File: src/rtl/frame_ctrl_pkg.sv
// Shared definitions for frame_ctrl: register map, CTRL bit positions, FSM states, config struct.
package frame_ctrl_pkg;

    localparam logic [2:0] FC_ADDR_CTRL   = 3'd0;
    localparam logic [2:0] FC_ADDR_X_STEP = 3'd1;
    localparam logic [2:0] FC_ADDR_Y_STEP = 3'd2;
    localparam logic [2:0] FC_ADDR_CMD    = 3'd3;

    localparam int CTRL_X_EN   = 0;
    localparam int CTRL_Y_EN   = 1;
    localparam int CTRL_X_DIR  = 2;
    localparam int CTRL_Y_DIR  = 3;
    localparam int CTRL_PAT_LO = 4;
    localparam int CTRL_RSVD   = 6;
    localparam int CTRL_FREEZE = 7;

    typedef enum logic [1:0] {
        FC_IDLE,
        FC_DIRTY,
        FC_COMMIT
    } fc_state_t;

    typedef struct packed {
        logic [7:0] ctrl;
        logic [7:0] x_step;
        logic [7:0] y_step;
    } fc_cfg_t;

    localparam fc_cfg_t FC_CFG_RST = {8'h00, 8'h01, 8'h01};

    // Addresses 3..7 leave the config untouched; CMD is held outside the struct.
    function automatic fc_cfg_t fc_cfg_write(input fc_cfg_t cfg, input logic [2:0] addr,
                                             input logic [7:0] data);
        fc_cfg_t r;
        r = cfg;
        case (addr)
            FC_ADDR_CTRL:   r.ctrl   = data;
            FC_ADDR_X_STEP: r.x_step = data;
            FC_ADDR_Y_STEP: r.y_step = data;
            default:        ;
        endcase
        return r;
    endfunction

endpackage

File: src/rtl/frame_ctrl_scroll_axis.sv
// One scroll axis: offset register with clear and modulo-2^OFF_W step add/subtract.
module scroll_axis #(
    parameter int OFF_W  = 11,
    parameter int STEP_W = 8
) (
    input  logic              clk,
    input  logic              rst_n,
    input  logic              en,
    input  logic              dir,
    input  logic [STEP_W-1:0] step,
    input  logic              clear,
    input  logic              advance,
    output logic [OFF_W-1:0]  off
);

    logic [OFF_W-1:0] step_ext;

    assign step_ext = OFF_W'(step);

    always_ff @(posedge clk or negedge rst_n) begin
        if (!rst_n) begin
            off <= '0;
        end else if (clear) begin
            off <= '0;
        end else if (advance && en) begin
            off <= dir ? (off - step_ext) : (off + step_ext);
        end
    end

endmodule

File: src/rtl/frame_ctrl.sv
// Frame-synchronous config/scroll controller; config and offsets change only on a vsync rise.
// FRAME_CTRL_SHADOW_EN: double-buffered shadow registers. Undefined: writes go straight to active.
//
// state     | meaning
// FC_IDLE   | shadow equals active
// FC_DIRTY  | accepted write since last commit
// FC_COMMIT | single-cycle commit / advance
module frame_ctrl
    import frame_ctrl_pkg::*;
#(
    parameter int OFF_W  = 11,
    parameter int STEP_W = 8,
    parameter int FCNT_W = 16
) (
    input  logic              clk,
    input  logic              rst_n,
    input  logic              vsync,
    input  logic              wr_valid,
    output logic              wr_ready,
    input  logic [2:0]        wr_addr,
    input  logic [7:0]        wr_data,
    output logic [OFF_W-1:0]  x_off,
    output logic [OFF_W-1:0]  y_off,
    output logic [1:0]        pattern,
    output logic [FCNT_W-1:0] frame_cnt,
    output logic              commit,
    output logic              pending
);

    fc_state_t state;
    fc_cfg_t   cfg_src;
    logic      vsync_d, clr_req;
    logic      accept, vs_rise, in_commit, clr_hit, adv;
    logic      unused_rsvd;

    assign vs_rise     = vsync & ~vsync_d;
    assign in_commit   = (state == FC_COMMIT);
    assign accept      = wr_valid & wr_ready;
    assign clr_hit     = in_commit & clr_req;
    assign adv         = in_commit & ~clr_req & ~cfg_src.ctrl[CTRL_FREEZE];
    assign unused_rsvd = cfg_src.ctrl[CTRL_RSVD];

`ifdef FRAME_CTRL_SHADOW_EN
    fc_cfg_t    cfg_sh;
    logic [1:0] pat_act;
    logic       ready_q, pending_q;

    // Offsets only move at commit, so the advance reads the shadow being committed.
    assign cfg_src  = cfg_sh;
    assign pattern  = pat_act;
    assign wr_ready = ready_q;
    assign pending  = pending_q;

    always_ff @(posedge clk or negedge rst_n) begin
        if (!rst_n) begin
            cfg_sh  <= FC_CFG_RST;
            pat_act <= 2'd0;
            clr_req <= 1'b0;
        end else if (in_commit) begin
            pat_act <= cfg_sh.ctrl[CTRL_PAT_LO +: 2];
            clr_req <= 1'b0;
        end else if (accept) begin
            cfg_sh <= fc_cfg_write(cfg_sh, wr_addr, wr_data);
            if (wr_addr == FC_ADDR_CMD) clr_req <= wr_data[0];
        end
    end
`else
    fc_cfg_t cfg_act;

    // Registered value is the pre-write config when a write lands in the commit cycle.
    assign cfg_src  = cfg_act;
    assign pattern  = cfg_act.ctrl[CTRL_PAT_LO +: 2];
    assign wr_ready = 1'b1;
    assign pending  = 1'b0;

    always_ff @(posedge clk or negedge rst_n) begin
        if (!rst_n) begin
            cfg_act <= FC_CFG_RST;
            clr_req <= 1'b0;
        end else begin
            if (accept) cfg_act <= fc_cfg_write(cfg_act, wr_addr, wr_data);
            if (accept && wr_addr == FC_ADDR_CMD) clr_req <= wr_data[0];
            else if (in_commit)                   clr_req <= 1'b0;
        end
    end
`endif

    always_ff @(posedge clk or negedge rst_n) begin
        if (!rst_n) begin
            state   <= FC_IDLE;
            vsync_d <= 1'b0;
            commit  <= 1'b0;
`ifdef FRAME_CTRL_SHADOW_EN
            ready_q   <= 1'b1;
            pending_q <= 1'b0;
`endif
        end else begin
            vsync_d <= vsync;
            commit  <= 1'b0;
`ifdef FRAME_CTRL_SHADOW_EN
            ready_q   <= 1'b1;
            pending_q <= in_commit ? 1'b0 : (pending_q | accept);
`endif
            case (state)
                FC_IDLE, FC_DIRTY: begin
                    if (vs_rise) begin
                        state  <= FC_COMMIT;
                        commit <= 1'b1;
`ifdef FRAME_CTRL_SHADOW_EN
                        ready_q <= 1'b0;
`endif
                    end else if (accept) begin
                        state <= FC_DIRTY;
                    end
                end
                default: state <= FC_IDLE;
            endcase
        end
    end

    always_ff @(posedge clk or negedge rst_n) begin
        if (!rst_n)         frame_cnt <= '0;
        else if (in_commit) frame_cnt <= frame_cnt + FCNT_W'(1);
    end

    scroll_axis #(.OFF_W(OFF_W), .STEP_W(STEP_W)) u_x_axis (
        .clk     (clk),
        .rst_n   (rst_n),
        .en      (cfg_src.ctrl[CTRL_X_EN]),
        .dir     (cfg_src.ctrl[CTRL_X_DIR]),
        .step    (STEP_W'(cfg_src.x_step)),
        .clear   (clr_hit),
        .advance (adv),
        .off     (x_off)
    );

    scroll_axis #(.OFF_W(OFF_W), .STEP_W(STEP_W)) u_y_axis (
        .clk     (clk),
        .rst_n   (rst_n),
        .en      (cfg_src.ctrl[CTRL_Y_EN]),
        .dir     (cfg_src.ctrl[CTRL_Y_DIR]),
        .step    (STEP_W'(cfg_src.y_step)),
        .clear   (clr_hit),
        .advance (adv),
        .off     (y_off)
    );

endmodule
File: config.mk
export PLATFORM = sky130hd
export DESIGN_NAME = frame_ctrl
export DESIGN_NICKNAME = d
export VERILOG_FILES = /design/src/rtl/frame_ctrl_pkg.sv /design/src/rtl/frame_ctrl_scroll_axis.sv /design/src/rtl/frame_ctrl.sv
export SDC_FILE = /design/constraint.sdc
export NUM_CORES = 1
export LEC_CHECK = 0
export CELL_PAD_IN_SITES_DETAIL_PLACEMENT = 1
export CELL_PAD_IN_SITES_GLOBAL_PLACEMENT = 1
export CORE_UTILIZATION = 24
export DETAILED_ROUTE_END_ITERATION = 10
export PLACE_DENSITY_LB_ADDON = 0.1
export SKIP_CTS_REPAIR_TIMING = 1
export SLEW_MARGIN = 5
export SYNTH_ARGS = -nofsm -noshare
export SYNTH_HDL_FRONTEND = slang
export SYNTH_SLANG_ARGS = --single-unit
export TNS_END_PERCENT = 50
File: constraint.sdc
create_clock -name clk -period 3.7 [get_ports clk]
set_input_delay 0.555 -clock clk [delete_from_list [all_inputs] [get_ports clk]]
set_output_delay 0.555 -clock clk [all_outputs]
set_load 0.1 [all_outputs]
==> impl_metrics.tcl <==
set metrics [dict create \
    die_area_um2 16400 \
    cts_buffers 9 \
    period_needed_ns 2.99 \
    timing.max_cap.violations 0 \
    grt_first_pass_wirelength_um 16400 \
    detail_route.first_pass.iterations 4 \
    ys_top_cells_by_area "dfrtp_1 (42%), ha_1 (7.5%), xnor2_1 (7.3%), mux2_2 (6.2%), o21ai_0 (4.8%)" \
    initial_antenna_violation_count 0 \
    reg2reg_setup_slack_ns 0.71 \
    finalHoldViolCount 0 \
    grt_pass1_vias 3102 \
    grt_util_all_layers_pct 13.0 \
    grtUsageMet2_pct 22.0 \
    timing.fmax_mhz 335 \
    grtUsageMet1_pct 16.3 \
    criticalPathCategory "register to register" \
    p_leak_uw 0.00207 \
    ctsRootBufferMaster "clkbuf_16" \
    initial_cell_density_of_the_core_pct 24.9 \
    synth-edff-count 0 \
    worst_pin_slew_ns 1.00 \
    power_per_cell_area_nw_per_um2 947 \
    yosysTopAreaCellShare_pct 41.9 \
    insertion_delay_ns 0.33 \
    rsz0062_at_grt "false" \
    synth-seq-area-share_pct 43.3 \
    area.growth.synth_to_final_pct 28.7 \
    post_synth_most_frequent_cells "dfrtp_1 (64), nand2_1 (39), o21ai_0 (37), xnor2_1 (32)" \
    unique_cell_type_count_in_the_yosys_netlist 52 \
    final-max-slew-violation-count 0 \
    route.final.wire_length_um 9630 \
    mappedNetlistArea_um2 3820 \
    synth_flop_cell "dfrtp_1" \
    synthesis.nets 419 \
    nature_of_the_critical_path_endpoint "register" \
    cts_tree "yes" \
    netlist.top_cell.by_area "dfrtp_1" \
    finish.utilization_pct 32.0 \
    wire_per_inst_um 14.7 \
    worst_slew_margin_rel_pct 32.9 \
    coreArea_um2 15400 \
    post_drt_via_cell_ratio 4.49 \
    critPathArrivalTime_ns 3.19 \
    share_of_the_clock_period_used_by_the_worst_path_after_layout_pct 80.7 \
    die_h_um 128 \
    numPortBuffers 55 \
    crit_path_max_fanout 4 \
    die_w_um 128 \
    ys_warn_count 0 \
    outcome "completed" \
    h_tree_level_count 3 \
    num_vias 2939 \
    ioPinCount 58 \
    most_numerous_cell_in_the_yosys_netlist "dfrtp_1" \
    dr.first_iter.drc_count 75 \
    grt_max_degree 32 \
    path_clk_slew_ns 0.06 \
    setup_skew_after_layout_ns 0.00448 \
    drive_above_1_share_pct 12.6 \
    setup_viol_count_final 0 \
    synthesis.instances 379 \
    place.detailed.hpwl_um 7330 \
    routabilityCongestion 0.768 \
    ys_async_sr_fraction_pct 100 \
    final_net_count 479 \
    n_antenna_cell 0 \
    mean_instance_size_in_the_synthesized_netlist_um2 10.1 \
    cts_max_path_buffers 2 \
    clock_sink_count 66 \
    worst_hold_path_type "primary input to asynchronous set/reset pin" \
    postSynthRegisterBits 66 \
    drt_drc_violations_left 0 \
    groute.layer.met3.usage_pct 3.17 \
    globalRouteOverflowTotal 0 \
    fin_tns_setup_ns 0 \
    vdd_ir_drop_max_uv 443 \
    busiest_layer "met2" \
    placement_rows 45 \
    worstSetupStartpointType "register" \
    drt.antenna.violating_nets 0 \
    worst_ep_required_time_ns 3.91 \
]
-- final timing paths --
check | from | endpoint | depth (start not counted)
min in group clk | vsync_d$_DFF_PN0_ | state[1]$_DFFE_PN0P_ | 1
worst max-delay path | cfg_act[0]$_DFFE_PN1P_ | u_y_axis.off[10]$_DFFE_PN0P_ | 12
worst min-delay path | rst_n | u_x_axis.off[1]$_DFFE_PN0P_ | 1
worst max register to register | cfg_act[0]$_DFFE_PN1P_ | u_y_axis.off[10]$_DFFE_PN0P_ | 12
max in group asynchronous | rst_n | frame_cnt[12]$_DFFE_PN0N_ | 2
worst min register to register | vsync_d$_DFF_PN0_ | state[1]$_DFFE_PN0P_ | 1
-- area by class of cell --
type,count,area (µm²)
Fill cell,1767,10500
Timing Repair Buffer,61,591
Clock buffer,9,225
Sequential cell,66,1650
Multi-Input combinational cell,281,2040
Inverter,20,75.1
Clock inverter,7,68.8
Tap cell,211,264
-- registers in the layout, indices dropped and copies added, names as in the netlist --
| register | count |
|---|---|
| u_y_axis.off | 11 |
| commit | 1 |
| state | 2 |
| clr_req | 1 |
| vsync_d | 1 |
| cfg_act | 21 |
| u_x_axis.off | 11 |
| pattern | 2 |
| frame_cnt | 16 |
-- cells by family (layout without fill, tap and decap cells) --
family | Yosys count | count (layout) | share of synthesized area (%)
AO/OA/AOI/OAI | 77 | 77 | 12.8
buffers and inverters | 32 | 97 | 3.67
multiplexers | 24 | 24 | 6.98
adder cells (fa/ha/maj) | 25 | 25 | 8.58
XOR/XNOR | 43 | 43 | 9.86
other | 2 | 2 | 0.197
AND/OR/NAND/NOR | 110 | 110 | 14.6
flip-flops | 66 | 66 | 43.3
-- through the flow --
step	area [µm²]	hold WS (ns)	power (µW)	instances	worst slack [ns]
floorplan	3820	0.259	3220	379	0.892
global placement	4620	0.439	3810	639	0.757
detailed placement	4620	0.443	3830	639	0.717
CTS	4920	0.332	4740	655	0.689
global route	4920	0.347	4990	655	0.490
finish	4920	0.295	4650	655	0.714
-- cells in the final DEF, fill, tap and decap left out, types with 3 or more instances in the layout --
cell             count
nand4_1              5
clkdlybuf4s50_1     54
nor2_1              23
o31ai_1              3
nand3_1              6
mux2_2              21
a21oi_1             16
nor2b_1              6
mux2i_1              3
clkinv_2             3
ha_1                23
nor3_1               8
and3_1               3
nand2b_1             4
buf_4                6
o21bai_1             3
dfrtp_1             64
xnor2_1             32
clkbuf_16            9
nand2_1             39
o21ai_0             36
inv_1               20
xor2_1              11
-- worst max-delay path, stage by stage, from the launching register on --
cell       delay, ns
dfstp_2         0.55
inv_1           0.06
ha_1            0.24
nor2_1          0.12
xnor2_1         0.13
ha_1            0.28
nor2b_4         0.14
o2111a_2        0.27
a2111oi_4       0.43
nand2_2         0.11
a31oi_4         0.23
mux2i_1         0.21
o211ai_1        0.10
-- metal layers --
layer | vias to the layer above | wire length, µm
li1 | 1438 | -
met1 | 1462 | 4460
met2 | 34 | 4840
met3 | 5 | 248
met4 | 0 | 80
met5 | - | 0
-- where the power goes --
group | switching, µW | leakage [µW] | internal [µW]
Sequential | 205 | 0.000839 | 911
Clock | 338 | 0.000142 | 520
Combinational | 1790 | 0.00109 | 890
Total | 2330 | 0.00207 | 2320
No activity file was read; power rests on OpenSTA's default activity.
